[config.mk]
export PLATFORM = sky130hd
export DESIGN_NAME = voice_scheduler_flat
export DESIGN_NICKNAME = d
export VERILOG_FILES = /design/src/rtl/voice_scheduler_if.sv /design/src/rtl/voice_scheduler.sv /design/src/flat_wrapper.sv
export SDC_FILE = /design/constraint.sdc
export NUM_CORES = 1
export LEC_CHECK = 0
export CAP_MARGIN = 25
export CORE_MARGIN = 4
export CORE_UTILIZATION = 49
export CTS_CLUSTER_DIAMETER = 100
export DETAILED_ROUTE_END_ITERATION = 10
export PLACE_DENSITY = 0.77
export SLEW_MARGIN = 40
export SYNTH_ARGS = -nofsm -noshare
export SYNTH_HDL_FRONTEND = slang
export SYNTH_SLANG_ARGS = --single-unit
[constraint.sdc]
create_clock -name sys_clk -period 2.8 [get_ports sys_clk]
set_input_delay 0.28 -clock sys_clk [delete_from_list [all_inputs] [get_ports sys_clk]]
set_output_delay 0.28 -clock sys_clk [all_outputs]
set_load 0.05 [all_outputs]
[src/rtl/voice_scheduler_if.sv]
// Request/response link between the voice scheduler and the shared
// wave-generator pipeline. The scheduler is the master (it issues voice
// requests and consumes results); the pipeline is the slave.
interface voice_scheduler_if #(
  parameter int N_VOICES = 8,
  parameter int SAMPLE_W = 24
);
  localparam int IDX_W = $clog2(N_VOICES);

  logic                       req_valid;
  logic [IDX_W-1:0]           req_voice;
  logic                       req_ready;
  logic                       resp_valid;
  logic [IDX_W-1:0]           resp_voice;
  logic signed [SAMPLE_W-1:0] resp_sample;

  modport master (
    output req_valid,
    output req_voice,
    input  req_ready,
    input  resp_valid,
    input  resp_voice,
    input  resp_sample
  );

  modport slave (
    input  req_valid,
    input  req_voice,
    output req_ready,
    output resp_valid,
    output resp_voice,
    output resp_sample
  );
endinterface

[src/rtl/voice_scheduler.sv]
// Voice scheduler: once per sample tick, snapshots the active-voice mask,
// issues one wavegen request per active voice (lowest index first), sums the
// returned samples and presents one mixed sample per frame.
module voice_scheduler #(
  parameter int N_VOICES = 8,
  parameter int IDX_W    = $clog2(N_VOICES),
  parameter int SAMPLE_W = 24,
  parameter int ACC_W    = SAMPLE_W + IDX_W
) (
  input  logic                    sys_clk,
  input  logic                    rstn,
  input  logic                    sample_tick,
  input  logic                    enable,
  input  logic [N_VOICES-1:0]     voice_active,
  voice_scheduler_if.master       wg,
  output logic                    mix_valid,
  output logic signed [ACC_W-1:0] mix_sample,
  output logic                    busy,
  output logic                    overrun,
  output logic                    resp_err,
  input  logic                    err_clr
);

  typedef enum logic [1:0] {
    S_IDLE  = 2'd0,
    S_ISSUE = 2'd1,
    S_DRAIN = 2'd2,
    S_DONE  = 2'd3
  } state_t;

  state_t                  r_state;
  state_t                  w_next_state;

  logic [N_VOICES-1:0]     r_todo;
  logic [N_VOICES-1:0]     r_pend;
  logic signed [ACC_W-1:0] r_acc;
  logic signed [ACC_W-1:0] r_mix_sample;
  logic                    r_overrun;
  logic                    r_resp_err;

  logic [N_VOICES-1:0]     w_todo_next;
  logic [N_VOICES-1:0]     w_pend_next;
  logic [N_VOICES-1:0]     w_issue_mask;
  logic [N_VOICES-1:0]     w_resp_mask;
  logic [IDX_W-1:0]        w_req_voice;
  logic signed [ACC_W-1:0] w_acc_next;
  logic signed [ACC_W-1:0] w_resp_ext;
  logic                    w_frame_start;
  logic                    w_xfer;
  logic                    w_resp_window;
  logic                    w_resp_hit;
  logic                    w_resp_err_set;
  logic                    w_overrun_set;

  // Lowest set bit of a voice mask; zero when the mask is empty.
  function automatic logic [IDX_W-1:0] lowest_set(input logic [N_VOICES-1:0] mask);
    logic [IDX_W-1:0] idx;
    idx = {IDX_W{1'b0}};
    for (int i = N_VOICES - 1; i >= 0; i--) begin
      if (mask[i]) begin
        idx = IDX_W'(i);
      end else begin
        idx = idx;
      end
    end
    return idx;
  endfunction

  // One-hot decode of a voice index.
  function automatic logic [N_VOICES-1:0] onehot(input logic [IDX_W-1:0] idx);
    logic [N_VOICES-1:0] vec;
    vec      = {N_VOICES{1'b0}};
    vec[idx] = 1'b1;
    return vec;
  endfunction

  // Issue selection, response matching and next values of masks/accumulator.
  always_comb begin
    w_req_voice    = lowest_set(r_todo);
    w_frame_start  = (r_state == S_IDLE) && sample_tick && enable;
    w_xfer         = (r_state == S_ISSUE) && wg.req_ready;
    w_resp_window  = (r_state == S_ISSUE) || (r_state == S_DRAIN);
    // A voice must already be pending; the voice issued this very cycle is not.
    w_resp_hit     = wg.resp_valid && w_resp_window && r_pend[wg.resp_voice];
    w_resp_err_set = wg.resp_valid && !w_resp_hit;
    w_overrun_set  = sample_tick && (r_state != S_IDLE);
    w_resp_ext     = {{IDX_W{wg.resp_sample[SAMPLE_W-1]}}, wg.resp_sample};

    if (w_xfer) begin
      w_issue_mask = onehot(w_req_voice);
    end else begin
      w_issue_mask = {N_VOICES{1'b0}};
    end

    if (w_resp_hit) begin
      w_resp_mask = onehot(wg.resp_voice);
      w_acc_next  = r_acc + w_resp_ext;
    end else begin
      w_resp_mask = {N_VOICES{1'b0}};
      w_acc_next  = r_acc;
    end

    w_todo_next = r_todo & ~w_issue_mask;
    w_pend_next = (r_pend & ~w_resp_mask) | w_issue_mask;
  end

  // Next-state logic of the frame sequencer.
  always_comb begin
    w_next_state = r_state;
    case (r_state)
      S_IDLE: begin
        if (w_frame_start) begin
          if (voice_active != {N_VOICES{1'b0}}) begin
            w_next_state = S_ISSUE;
          end else begin
            w_next_state = S_DONE;
          end
        end else begin
          w_next_state = S_IDLE;
        end
      end
      S_ISSUE: begin
        if (w_todo_next == {N_VOICES{1'b0}}) begin
          w_next_state = S_DRAIN;
        end else begin
          w_next_state = S_ISSUE;
        end
      end
      S_DRAIN: begin
        // Leave as soon as the last outstanding response lands this cycle.
        if (w_pend_next == {N_VOICES{1'b0}}) begin
          w_next_state = S_DONE;
        end else begin
          w_next_state = S_DRAIN;
        end
      end
      S_DONE: begin
        w_next_state = S_IDLE;
      end
      default: begin
        w_next_state = S_IDLE;
      end
    endcase
  end

  // Sequencer state register.
  always_ff @(posedge sys_clk or negedge rstn) begin
    if (!rstn) begin
      r_state <= S_IDLE;
    end else begin
      r_state <= w_next_state;
    end
  end

  // Per-frame work masks and running sum; a new frame snapshots the mask.
  always_ff @(posedge sys_clk or negedge rstn) begin
    if (!rstn) begin
      r_todo <= {N_VOICES{1'b0}};
      r_pend <= {N_VOICES{1'b0}};
      r_acc  <= {ACC_W{1'b0}};
    end else if (w_frame_start) begin
      r_todo <= voice_active;
      r_pend <= {N_VOICES{1'b0}};
      r_acc  <= {ACC_W{1'b0}};
    end else begin
      r_todo <= w_todo_next;
      r_pend <= w_pend_next;
      r_acc  <= w_acc_next;
    end
  end

  // Mixed output: loaded on entry to DONE so it is valid with mix_valid, held otherwise.
  always_ff @(posedge sys_clk or negedge rstn) begin
    if (!rstn) begin
      r_mix_sample <= {ACC_W{1'b0}};
    end else if (w_next_state == S_DONE && r_state != S_DONE) begin
      if (w_frame_start) begin
        r_mix_sample <= {ACC_W{1'b0}};
      end else begin
        r_mix_sample <= w_acc_next;
      end
    end else begin
      r_mix_sample <= r_mix_sample;
    end
  end

  // Sticky error flags; a new event wins over a coincident clear.
  always_ff @(posedge sys_clk or negedge rstn) begin
    if (!rstn) begin
      r_overrun  <= 1'b0;
      r_resp_err <= 1'b0;
    end else begin
      if (w_overrun_set) begin
        r_overrun <= 1'b1;
      end else if (err_clr) begin
        r_overrun <= 1'b0;
      end else begin
        r_overrun <= r_overrun;
      end
      if (w_resp_err_set) begin
        r_resp_err <= 1'b1;
      end else if (err_clr) begin
        r_resp_err <= 1'b0;
      end else begin
        r_resp_err <= r_resp_err;
      end
    end
  end

  assign wg.req_valid = (r_state == S_ISSUE);
  assign wg.req_voice = w_req_voice;
  assign mix_valid    = (r_state == S_DONE);
  assign mix_sample   = r_mix_sample;
  assign busy         = (r_state != S_IDLE);
  assign overrun      = r_overrun;
  assign resp_err     = r_resp_err;

endmodule
[src/flat_wrapper.sv]
// flat-port wrapper written by rule: the top's interface ports become plain ports
module voice_scheduler_flat 
#(
  parameter int N_VOICES = 8,
  parameter int IDX_W    = $clog2(N_VOICES),
  parameter int SAMPLE_W = 24,
  parameter int ACC_W    = SAMPLE_W + IDX_W
)
  (sys_clk, rstn, sample_tick, enable, voice_active, mix_valid, mix_sample, busy, overrun, resp_err, err_clr, wg_req_valid, wg_req_voice, wg_req_ready, wg_resp_valid, wg_resp_voice, wg_resp_sample);
  voice_scheduler_if #(.N_VOICES(N_VOICES), .SAMPLE_W(SAMPLE_W)) wg_i ();
  input  logic sys_clk;
  input  logic rstn;
  input  logic sample_tick;
  input  logic enable;
  input  logic [N_VOICES-1:0] voice_active;
  output logic mix_valid;
  output logic signed [ACC_W-1:0] mix_sample;
  output logic busy;
  output logic overrun;
  output logic resp_err;
  input  logic err_clr;
  output wire logic [$bits(wg_i.req_valid)-1:0] wg_req_valid;
  output wire logic [$bits(wg_i.req_voice)-1:0] wg_req_voice;
  input wire logic [$bits(wg_i.req_ready)-1:0] wg_req_ready;
  input wire logic [$bits(wg_i.resp_valid)-1:0] wg_resp_valid;
  input wire logic [$bits(wg_i.resp_voice)-1:0] wg_resp_voice;
  input wire logic [$bits(wg_i.resp_sample)-1:0] wg_resp_sample;
  assign wg_req_valid = wg_i.req_valid;
  assign wg_req_voice = wg_i.req_voice;
  assign wg_i.req_ready = wg_req_ready;
  assign wg_i.resp_valid = wg_resp_valid;
  assign wg_i.resp_voice = wg_resp_voice;
  assign wg_i.resp_sample = wg_resp_sample;
  voice_scheduler #(.N_VOICES(N_VOICES), .IDX_W(IDX_W), .SAMPLE_W(SAMPLE_W), .ACC_W(ACC_W)) u_core (.sys_clk(sys_clk), .rstn(rstn), .sample_tick(sample_tick), .enable(enable), .voice_active(voice_active), .wg(wg_i), .mix_valid(mix_valid), .mix_sample(mix_sample), .busy(busy), .overrun(overrun), .resp_err(resp_err), .err_clr(err_clr));
endmodule
==> reports/metrics.cfg <==
[clock_network]
clock-root-buffer = clkbuf_8
cts_buffer_depth = 2
h-tree-depth = 3
clk_pin_slew_worst_paths_ns = 0.08
cts_tree = yes
cts_buffers = 9
worstSkewPairLatency_ns = 0.36
clkSinkCount = 74

[global_routing]
antenna_found_initial = 0
grt_max_degree = 75
grt_pass1_wl_um = 22000
grt_pass1_vias = 4646
grt-ovfl-total = 0
grt_usage = 0.240

[synthesis]
yosys.area.top_type = dfrtp_1
syn_avg_cell_area_sq_um = 9.28
ys_ff_latch = 74
netlist_instances = 510
synth.top_cell.area_share = 0.391
synth-main-ff-cell = dfrtp_1
synth_edf_count = 0
yosys_warnings = 0
synth_nets = 583
ys_seq_area_frac = 0.391
synthArstFlopShare = 1.00
syn-cell-area_sq_um = 4730
yosys-top-cells-count = dfrtp_1, nand2_1, a21oi_1
ys_types = 66
yosysMostFrequentCell = dfrtp_1
synth.area.top_cells = dfrtp_1, ha_1, nand2_1, a21oi_1, mux2_4

[sta]
period_share = 1.03
worst_pin_slew_ns = 0.699
hold_violations = 0
slew_violations = 0
rsz0062_at_grt = true
setup_viol = 4
finalSetupTns_ns = -0.0914
fmax_ghz = 0.348
finClkSkew_ns = 0.0101
setup_ws_ns = -0.0761
fin_crit_ns = 2.88
holdWs_ns = 0.493
slew_headroom = 0.534

[worst_setup_path]
end_kind = flip-flop
r2r_slack_ns = -0.08
path_class = flip-flop to flip-flop
critPathMaxFanout = 4
critical-path-top-delay-family = compound AO/OA/AOI/OAI gates
crit_required_ns = 3.05
cp.arrival_ns = 3.12
slowest_delay_ns = 0.50
cp_slowest_cell = or4_4
worstSetupStartpointType = flip-flop
cp_num_buf_inv = 1
cp_cell_sequence = ha_2 > inv_2 > fa_2 > nand2b_4 > a21oi_4 > o211ai_2 > a211o_1 > o211a_1 > or4_4 > and4_1 > a221o_1

[layout]
fillers = 727
area_growth_syn_to_layout_pct = 40.5
fin_cells = 811
final_nets = 750
n_antenna_cell = 0
drive_gt1_frac = 0.235
post-route-util = 0.713

[floorplan]
initial_core_util = 0.507
placementRows = 35
fp.dieW_um = 106
ios = 77
dieArea_sq_um = 11300
die_h_um = 106
coreArea_sq_um = 9330

[detailed_routing]
num_vias = 4535
post_drt_wl_per_cell_um = 16.4
drt_wl_total_um = 13300
antenna_left = 0
route.detailed.drc = 0
drt-vias-per-instance = 5.59
dr.first_iter.drc_count = 152
first_pass_iters = 6

[outcome]
status = complete, but fails checks
violations = setup timing

[min_path]
hold_class = primary input to flip-flop

[place]
gp_congestion = 0.924
portBuffers = 76
hpwl_um = 9620
dp_cells = 783

[power]
ir_drop_mv = 0.305
power.density_nw_per_um2 = 460
total_power_mw = 3.06
leakagePower_nw = 3.28

[run]
maxCapViolations = 0

[cell type report]
class                      instances  area, sq um  share of cell area
tap                              129          161              0.0243
multi-input combinational        399         2860               0.430
clock buffer                      13          149              0.0224
inverter                          21         78.8              0.0119
sequential                        74         1850               0.279
timing repair buffer             172         1530               0.230
clock inverter                     3         15.0             0.00226
[stage by stage]
step / setup WS (ns) / cell area, sq um
2_1_floorplan: -0.124 / 4770
3_3_place_gp: -0.497 / 6260
3_5_place_dp: -0.547 / 6260
4_1_cts: -0.0671 / 6450
5_1_grt: -0.191 / 6650
6_report: -0.0761 / 6650
[what timing repair did]
action                                  4_1_cts  5_1_grt
pin swaps                                     3        7
gates resized for setup                       3       36
hold buffers                                  1        0
buffers inserted                              2        8
endpoints found under the setup margin       18       32
hold endpoints to repair                     74        0
gates cloned                                  0        1
[worst paths after layout]
| path | startpoint | endpoint | depth (start not counted) |
|---|---|---|---|
| max | u_core.r_acc[0]$_DFF_PN0_ | u_core.mix_sample[26]$_DFFE_PN0P_ | 11 |
| min in group asynchronous | rstn | u_core.mix_sample[2]$_DFFE_PN0P_ | 2 |
| max in group asynchronous | rstn | u_core.r_pend[3]$_DFF_PN0_ | 2 |
| max reg2reg | u_core.r_acc[0]$_DFF_PN0_ | u_core.mix_sample[26]$_DFFE_PN0P_ | 11 |
| min reg2reg | u_core.mix_sample[11]$_DFFE_PN0P_ | u_core.mix_sample[11]$_DFFE_PN0P_ | 1 |
| min | voice_active[0] | u_core.r_todo[0]$_DFF_PN0_ | 3 |
[sequential cells by signal (all words and copies together) (netlist names)]
name and cells:
u_core.mix_sample 27, u_core.overrun 1, u_core.r_todo 8, u_core.resp_err 1, u_core.r_acc 27, u_core.r_pend 8, u_core.r_state 2
[tightest hold or removal path, delay by kind of cell]
family | cells | cell delay (ns)
buffers and inverters | 1 | 0.42
AND/OR/NAND/NOR | 2 | 0.10
[placed cells by master (no fill, tap or decap), drive strengths merged, types with 12 or more instances in the layout]
cell type,count
buf,95
dfrtp,74
clkdlybuf4s50,73
nand2,58
a21oi,43
nor2,35
o21ai,31
ha,30
inv,21
mux2,18
nand3,16
a21o,15
nor3,15
clkbuf,14
and2,12
[report_power, final]
group          internal (mW)  total [mW]  switching (mW)
logic                  0.488        1.07           0.585
clock network          0.343       0.756           0.413
registers               1.15        1.23          0.0764
[logic make-up after synthesis]
| logic type | share of synthesized area |
|---|---|
| compound gates | 0.218 |
| mux | 0.0666 |
| buf+inv | 0.0333 |
| flops | 0.391 |
| xor+xnor | 0.0167 |
| simple gates | 0.189 |
| fa+ha+maj | 0.0857 |
[layer usage]
layer  part of all wire  global-route usage  vias up  routed length [um]
met3              0.045              0.0334       19                 592
met2               0.50               0.422      112                6650
li1                   -                   -     2215                   -
met5                  0                   0        -                   0
met4              0.016              0.0934        0                 210
met1               0.44               0.298     2189                5810
Power figures use the tool's default switching activity.
